[src/rtl/jtopl_timer_pkg.sv]
// Shared constants and helpers for the jtopl timer bank.
// OPL defaults: two channels, 8-bit counters, 2/4-bit prescalers.
package jtopl_timer_pkg;

   localparam int OPL_NCH     = 2;
   localparam int OPL_CW      = 8;
   localparam int OPL_PW_BASE = 2;
   localparam int OPL_PW_STEP = 2;

   function automatic int pw_of(
      input int i,
      input int base = OPL_PW_BASE,
      input int step = OPL_PW_STEP
   );
      return base + i * step;
   endfunction

endpackage

[src/rtl/jtopl_timer_bank_if.sv]
// Register-side bundle of the timer bank.
// Master drives controls, slave returns status.
interface jtopl_timer_bank_if #(
   parameter int NCH = 2,
   parameter int CW  = 8
);
   logic              cenop;
   logic              zero;
   logic [NCH*CW-1:0] value;
   logic [NCH-1:0]    load;
   logic [NCH-1:0]    oneshot;
   logic [NCH-1:0]    clr_flag;
   logic [NCH-1:0]    flagen;
   logic [NCH-1:0]    flag;
   logic [NCH-1:0]    overflow;
   logic [NCH*CW-1:0] cnt;
   logic              irq_n;

   modport master (
      output cenop, zero, value, load, oneshot,
      output clr_flag, flagen,
      input  flag, overflow, cnt, irq_n
   );

   modport slave (
      input  cenop, zero, value, load, oneshot,
      input  clr_flag, flagen,
      output flag, overflow, cnt, irq_n
   );
endinterface

[src/rtl/jtopl_timer_ch.sv]
// One timer channel: prescaler, reloadable counter, flag.
// One-shot stop logic exists only with JTOPL_TIMER_ONESHOT_EN.
module jtopl_timer_ch #(
   parameter int PW = 2,
   parameter int CW = 8
) (
   input  logic          clk,
   input  logic          rst_n,
   input  logic          tick_i,
   input  logic [CW-1:0] value_i,
   input  logic          load_i,
   input  logic          oneshot_i,
   input  logic          clr_flag_i,
   input  logic          flagen_i,
   output logic          flag_o,
   output logic          overflow_o,
   output logic [CW-1:0] cnt_o
);

   localparam logic [PW-1:0] P_ONE = PW'(1);
   localparam logic [CW-1:0] C_ONE = CW'(1);

   logic [PW-1:0] pre_q, pre_d;
   logic [CW-1:0] cnt_q, cnt_d;
   logic          load_l_q;
   logic          pflag_q, pflag_d;
   logic          ovf_q, ovf_d;
   logic          stopped;
   logic          carry, ledge, run, wrap;

   assign carry = tick_i & (&pre_q);
   assign ledge = load_i & ~load_l_q;
   assign run   = load_i & ~stopped & carry;
   assign wrap  = &cnt_q;

   always_comb begin
      pre_d   = tick_i ? pre_q + P_ONE : pre_q;
      ovf_d   = ~ledge & run & wrap;
      cnt_d   = cnt_q;
      if (ledge)
         cnt_d = value_i;
      else if (run)
         cnt_d = wrap ? value_i : cnt_q + C_ONE;
      pflag_d = pflag_q;
      if (clr_flag_i)
         pflag_d = 1'b0;
      else if (ovf_d)
         pflag_d = 1'b1;
   end

   always_ff @(posedge clk or negedge rst_n) begin
      if (!rst_n) begin
         pre_q    <= '0;
         cnt_q    <= '0;
         load_l_q <= 1'b0;
         pflag_q  <= 1'b0;
         ovf_q    <= 1'b0;
      end else begin
         pre_q    <= pre_d;
         cnt_q    <= cnt_d;
         load_l_q <= load_i;
         pflag_q  <= pflag_d;
         ovf_q    <= ovf_d;
      end
   end

`ifdef JTOPL_TIMER_ONESHOT_EN
   logic stop_q, stop_d;

   always_comb begin
      stop_d = stop_q;
      if (ledge)
         stop_d = 1'b0;
      else if (ovf_d & oneshot_i)
         stop_d = 1'b1;
   end

   always_ff @(posedge clk or negedge rst_n) begin
      if (!rst_n)
         stop_q <= 1'b0;
      else
         stop_q <= stop_d;
   end

   assign stopped = stop_q;
`else
   logic unused_oneshot;
   assign unused_oneshot = oneshot_i;
   assign stopped = 1'b0;
`endif

   assign flag_o     = pflag_q & flagen_i;
   assign overflow_o = ovf_q;
   assign cnt_o      = cnt_q;

endmodule

[src/rtl/jtopl_timer_bank.sv]
// N-channel timer bank with combined active-low IRQ.
// Optional one-shot mode: define JTOPL_TIMER_ONESHOT_EN.
module jtopl_timer_bank
   import jtopl_timer_pkg::*;
#(
   parameter int NCH     = OPL_NCH,
   parameter int CW      = OPL_CW,
   parameter int PW_BASE = OPL_PW_BASE,
   parameter int PW_STEP = OPL_PW_STEP
) (
   input  logic         clk,
   input  logic         rst_n,
   jtopl_timer_bank_if.slave bus
);

   logic tick;

   assign tick = bus.cenop & bus.zero;

   for (genvar i = 0; i < NCH; i++) begin : g_ch
      localparam int PW = pw_of(i, PW_BASE, PW_STEP);

      jtopl_timer_ch #(
         .PW (PW),
         .CW (CW)
      ) u_ch (
         .clk        (clk),
         .rst_n      (rst_n),
         .tick_i     (tick),
         .value_i    (bus.value[i*CW +: CW]),
         .load_i     (bus.load[i]),
         .oneshot_i  (bus.oneshot[i]),
         .clr_flag_i (bus.clr_flag[i]),
         .flagen_i   (bus.flagen[i]),
         .flag_o     (bus.flag[i]),
         .overflow_o (bus.overflow[i]),
         .cnt_o      (bus.cnt[i*CW +: CW])
      );
   end

   assign bus.irq_n = ~|bus.flag;

endmodule

[src/flat_wrapper.sv]
// flat-port wrapper written by rule: the top's interface ports become plain ports
module jtopl_timer_bank_flat import jtopl_timer_pkg::*;
#(
   parameter int NCH     = OPL_NCH,
   parameter int CW      = OPL_CW,
   parameter int PW_BASE = OPL_PW_BASE,
   parameter int PW_STEP = OPL_PW_STEP
)
  (clk, rst_n, bus_cenop, bus_zero, bus_value, bus_load, bus_oneshot, bus_clr_flag, bus_flagen, bus_flag, bus_overflow, bus_cnt, bus_irq_n);
  jtopl_timer_bank_if #(.NCH(NCH), .CW(CW)) bus_i ();
  input  logic clk;
  input  logic rst_n;
  input wire logic [$bits(bus_i.cenop)-1:0] bus_cenop;
  input wire logic [$bits(bus_i.zero)-1:0] bus_zero;
  input wire logic [$bits(bus_i.value)-1:0] bus_value;
  input wire logic [$bits(bus_i.load)-1:0] bus_load;
  input wire logic [$bits(bus_i.oneshot)-1:0] bus_oneshot;
  input wire logic [$bits(bus_i.clr_flag)-1:0] bus_clr_flag;
  input wire logic [$bits(bus_i.flagen)-1:0] bus_flagen;
  output wire logic [$bits(bus_i.flag)-1:0] bus_flag;
  output wire logic [$bits(bus_i.overflow)-1:0] bus_overflow;
  output wire logic [$bits(bus_i.cnt)-1:0] bus_cnt;
  output wire logic [$bits(bus_i.irq_n)-1:0] bus_irq_n;
  assign bus_i.cenop = bus_cenop;
  assign bus_i.zero = bus_zero;
  assign bus_i.value = bus_value;
  assign bus_i.load = bus_load;
  assign bus_i.oneshot = bus_oneshot;
  assign bus_i.clr_flag = bus_clr_flag;
  assign bus_i.flagen = bus_flagen;
  assign bus_flag = bus_i.flag;
  assign bus_overflow = bus_i.overflow;
  assign bus_cnt = bus_i.cnt;
  assign bus_irq_n = bus_i.irq_n;
  jtopl_timer_bank #(.NCH(NCH), .CW(CW), .PW_BASE(PW_BASE), .PW_STEP(PW_STEP)) u_core (.clk(clk), .rst_n(rst_n), .bus(bus_i));
endmodule
[config.mk]
export PLATFORM = sky130hd
export DESIGN_NAME = jtopl_timer_bank_flat
export DESIGN_NICKNAME = d
export VERILOG_FILES = /design/src/rtl/jtopl_timer_pkg.sv /design/src/rtl/jtopl_timer_bank_if.sv /design/src/rtl/jtopl_timer_ch.sv /design/src/rtl/jtopl_timer_bank.sv /design/src/flat_wrapper.sv
export SDC_FILE = /design/constraint.sdc
export NUM_CORES = 1
export LEC_CHECK = 0
export CAP_MARGIN = 0
export CORE_ASPECT_RATIO = 1.1
export CORE_MARGIN = 1.5
export CORE_UTILIZATION = 35
export CTS_CLUSTER_SIZE = 20
export DETAILED_ROUTE_END_ITERATION = 16
export GPL_TIMING_DRIVEN = 0
export PLACE_DENSITY = 0.64
export SLEW_MARGIN = 10
export SYNTH_ARGS = -nofsm -noshare
export SYNTH_HDL_FRONTEND = slang
export SYNTH_HIERARCHICAL = 1
export SYNTH_SLANG_ARGS = --single-unit
export TNS_END_PERCENT = 30
[constraint.sdc]
create_clock -name clk -period 1.6 [get_ports clk]
set_input_delay 0.32 -clock clk [delete_from_list [all_inputs] [get_ports clk]]
set_output_delay 0.32 -clock clk [all_outputs]
set_load 0.01 [all_outputs]
---- Word level (Yosys, flattened, before mapping) ----
Index checks and enable logic that the tools add are counted.
word-level totals
  bits in registers ....................... 28
  bits of input ports ..................... 28
  output and inout bits ................... 21
  logic and storage cells ................. 51
operators by class
  $add $sub $neg .......................... 4
  multiplexer cells ....................... 10
  bitwise gates (word level) .............. 17
  reduce and logical (&&, ||, !) cells .... 10
operators with widths
  cell                 number
  $mux 8               6
  $add 8x1->8 const B  2
  $reduce_and 8->1     2
  $and 1x1->1          13
  $reduce_bool 2->1    4
  $add 4x1->4 const B  1
  $mux 1               4
  $not 1->1            4
  $reduce_and 4->1     1
  $add 2x1->2 const B  1
  $reduce_and 2->1     1
  $reduce_or 2->1      1
  $logic_not 1->1      1

---- Depth between registers and ports, before layout ----
  depth after elaboration ................. 7
  gate-level depth with buffers ........... 5
  gate-level depth less buffers ........... 5

---- Hierarchy ----
Netlist, hierarchy kept.
modules (own cells, without submodules)
  module                                times used  cells each  area an instance (µm²)
  jtopl_timer_ch (u_core.g_ch[1].u_ch)  1           83          848.3
  jtopl_timer_ch (u_core.g_ch[0].u_ch)  1           76          729.4
  jtopl_timer_bank                      1           2           10.0

---- Worst setup path after synthesis ----
OpenSTA, ideal clock, no wires.
  path kind ............................... flip-flop to flip-flop
  from .................................... register u_core.g_ch[1].u_ch.cnt_q[0]
  to ...................................... register u_core.g_ch[1].u_ch.cnt_q[5]
  arrival time ............................ 1.584 ns
  required time ........................... 1.523 ns
  slack ................................... -0.061 ns
  stages on the path, launching flop included .. 6
  path buffers ............................ 0
  period minus slack after synthesis ...... 1.661 ns
  cells stage by stage .................... dfrtp_1 -> ha_1 -> nand3_1 -> o21ai_4 -> mux2_4 -> a21oi_1
on the way
  longest elaborated chain between the ends .. 4
ends and longest elaborated chain
  item                                                    RTL line                                    source
  start, declared                                         jtopl_timer_ch.sv:24                        logic [CW-1:0] cnt_q, cnt_d;
  start signal, assigned                                  jtopl_timer_ch.sv:60                        cnt_q <= cnt_d;
  $add 8x1->8 / $reduce_and 8->1 (equally long branches)  jtopl_timer_ch.sv:43, jtopl_timer_ch.sv:34
  $mux 8 *                                                jtopl_timer_ch.sv:43                        cnt_d = wrap ? value_i : cnt_q + C_ONE;
  $mux 8 *                                                jtopl_timer_ch.sv:42                        else if (run)
  $mux 8 *                                                jtopl_timer_ch.sv:40                        if (ledge)
Mark *: on every way between the ends. The rest lies on a longest branch, timed or not. The select of a mux whose other input is x is not followed.
A chain may end at the register's enable or synchronous reset.

---- Worst setup path in the final report ----
  from .................................... register u_core.g_ch[0].u_ch.cnt_q[0]
  to ...................................... register u_core.g_ch[0].u_ch.cnt_q[3]
on the way
  longest elaborated chain between the ends .. 4
ends and longest elaborated chain
  item                                                    RTL line
  start, declared                                         jtopl_timer_ch.sv:24
  start signal, assigned                                  jtopl_timer_ch.sv:60
  $add 8x1->8 / $reduce_and 8->1 (equally long branches)  jtopl_timer_ch.sv:43, jtopl_timer_ch.sv:34
  $mux 8 *                                                jtopl_timer_ch.sv:43
  $mux 8 *                                                jtopl_timer_ch.sv:42
  $mux 8 *                                                jtopl_timer_ch.sv:40
Marks and branches as above.

==> flow_summary.ini <==
[synthesis]
synthDistinctLibCells = 48
ys.warnings.count = 6
synthXorXnorAreaFrac_pct = 2.21
synth.top_cell.area_share_pct = 44.1
syn_area_um2 = 1590
synth-main-ff-cell = dfrtp_1
seq_area_frac_synth_pct = 44.1
syn_avg_cell_area_um2 = 9.86
yosys-top-cells-area = dfrtp_1, nand3_1, nand2_1, ha_1, a21oi_1
synth_top_family_by_area = simple AND/OR/NAND/NOR gates
synth_edf_count = 0
synthSimpleGateAreaFrac_pct = 24.3
ys_ff_latch = 28
syn_inst = 161
synthesis.nets = 193
synth_compound_area_share_pct = 19.6
synth_top_area_cell = dfrtp_1
synthAdderAreaFrac_pct = 3.15
async_reset_ff_share_pct = 100
synth_mux_area_share_pct = 4.89

[power]
p_leak_nw = 1.05
ir_worst_vdd_mv = 0.440
power_density_nw_per_um2 = 1100

[sta]
slew_headroom_pct = 57.2
period_share_pct = 96.7
skew_ps = 5.63
hold_viol = 0
fin_ws_ps = 53.0
setup_viol = 0
worst_slew_pin_slew_ps = 642
fmax_mhz = 646
maxSlewViolCount = 0
rsz0062_at_grt = true
min_period_ps = 1550

[job]
cap_violations = 0

[grt]
grt_max_degree = 29
grt_overflow = 0
grt_pass1_wl_um = 6650
grt_usage_pct = 17.5
grt_pass1_vias = 1469
antenna_found_initial = 0

[floorplan]
rows = 25
start_util_pct = 36.8
dieArea_um2 = 4950
dieWidth_um = 67.2
die_h_um = 73.6
io_pins = 49
core_um2 = 4320

[critical_path]
worstPathRequired_ps = 1770
reg2reg_depth = 5
critPathMaxFanout = 5
endpoint_kind = flop
worstSetupPathType = flop to flop
worstSetupStartpointType = flop
arrival_ps = 1720

[place]
portBuffers = 46
routabilityCongestion = 0.833
pre_cts_ws_ps = -635
dpl.hpwl_um = 2870

[cts]
cts.sinks = 28
clk_latency_ps = 280
cts_hold_buf = 0
cts_tree = built
root_buffer = clkbuf_8
numCtsBuffers = 3
cts.path.max_buffers = 2
clk_pin_slew_worst_paths_ps = 100
h-tree-depth = 1

[cells_and_area]
area_growth_pct = 49.6
drive_above_1_share_pct = 23.9
fin_nets = 259
num_antenna_cells = 0
layout_common_cells = clkdlybuf4s50_1, dfrtp_1, nand2_1, buf_4, nand3_1
fin_util_pct = 55.0
layout_commonest_cell = clkdlybuf4s50_1

[drt]
drc = 0
via_count = 1524
drt-total-wl_um = 4200
ant_nets = 0
vias_per_cell = 5.44
drt_iter0_drc = 79
wl_per_cell_um = 15.0
drt_first_pass_iters = 4

[outcome]
status = complete, no violations

[hold_path]
min_path_type = input pin to asynchronous set/reset pin
[final cells by class]
cell class	count	area [µm²]
plain buffers	1	3.75
clock buffers	4	55.1
flip-flops and latches	28	712
inverters	6	22.5
repair buffers	61	576
fillers	395	1940
multi-input cells	126	938
well taps	54	67.6
[repair_timing]
action / CTS / global route
gates resized for setup: 25 / 18
setup buffers: 5 / 10
setup endpoints to repair: 32 / 19
pin swaps: 4 / 9
[cells in the mapped netlist (2+ instances only)]
cell type / number
o311ai_0: 2
mux2i_1: 4
nand4_2: 2
o21ai_0: 8
a22oi_1: 2
nor3_1: 3
a2bb2oi_1: 2
nand4_1: 4
o211ai_1: 2
nor2_1: 9
mux2_2: 2
xor2_1: 2
o22ai_1: 2
nor2b_1: 2
and2_1: 4
xnor2_1: 2
ha_1: 4
o21ai_2: 3
and3_1: 4
dfrtp_1: 28
inv_1: 6
a21oi_1: 8
nand3_1: 17
nand2_1: 15
[sequential cells by signal (all words and copies together), names as in the netlist]
| signal | count |
|---|---|
| u_core/g_ch.u_ch/load_l_q | 2 |
| u_core/g_ch.u_ch/overflow_o | 2 |
| u_core/g_ch.u_ch/pre_q | 6 |
| u_core/g_ch.u_ch/cnt_o | 16 |
| u_core/g_ch.u_ch/pflag_q | 2 |
[per-layer routing]
metal  vias up  track usage, %  wire length, µm
met5         -               0                0
met4         0            7.48               82
met3         8            2.14              212
met2        44            30.1             2140
met1       734            21.8             1760
li1        738               -                -
[logic make-up (layout without fill, tap and decap cells)]
| family | Yosys count | after routing |
|---|---|---|
| AND/OR/NAND/NOR | 70 | 70 |
| AO/OA/AOI/OAI | 41 | 41 |
| flip-flops | 28 | 28 |
| multiplexers | 7 | 7 |
| buffers and inverters | 7 | 72 |
| adder cells (fa/ha/maj) | 4 | 4 |
| XOR/XNOR | 4 | 4 |
[path summary, 6_finish.rpt]
kind / slack [ps] / startpoint / endpoint
setup / recovery: 50 / u_core/g_ch[0].u_ch/cnt_o[0] / u_core/g_ch[0].u_ch/cnt_o[3]
hold / removal: 50 / rst_n / u_core/g_ch[0].u_ch/cnt_o[4]
setup reg to reg: 50 / u_core/g_ch[0].u_ch/cnt_o[0] / u_core/g_ch[0].u_ch/cnt_o[3]
hold reg to reg: 480 / u_core/g_ch[0].u_ch/pre_q[0] / u_core/g_ch[0].u_ch/pre_q[0]
max in group asynchronous: 1090 / rst_n / u_core/g_ch[1].u_ch/cnt_o[6]
min in group clk: 460 / bus_load[1] / u_core/g_ch[1].u_ch/load_l_q
[per-stage QoR]
stage          total power, mW  setup TNS, ps  std cells  cell area, µm²  hold slack [ps]
6_report                  2.62              0        280            2370             48.9
5_1_grt                   2.79          -58.8        280            2370              111
4_1_cts                   2.54           -167        270            2250             74.9
3_5_place_dp              2.05          -8470        261            2120              384
3_3_place_gp              2.01         -14550        261            2120              459
2_1_floorplan             1.61          -28.6        161            1590             24.4
[worst max-delay path, cell delays in order (launching register included)]
cell	delay [ps]
dfrtp_1	450
ha_4	190
nand3_2	130
o21ai_4	230
o21ai_0	120
a211o_1	310
[report_power, final]
group / internal, mW / leakage (nW) / total, mW / switching [mW]
logic: 0.553 / 0.692 / 0.998 / 0.444
registers: 0.914 / 0.329 / 1.17 / 0.258
clock network: 0.221 / 0.0288 / 0.448 / 0.227
total: 1.69 / 1.05 / 2.62 / 0.929
Note: power is estimated with default switching activity, not from simulation.
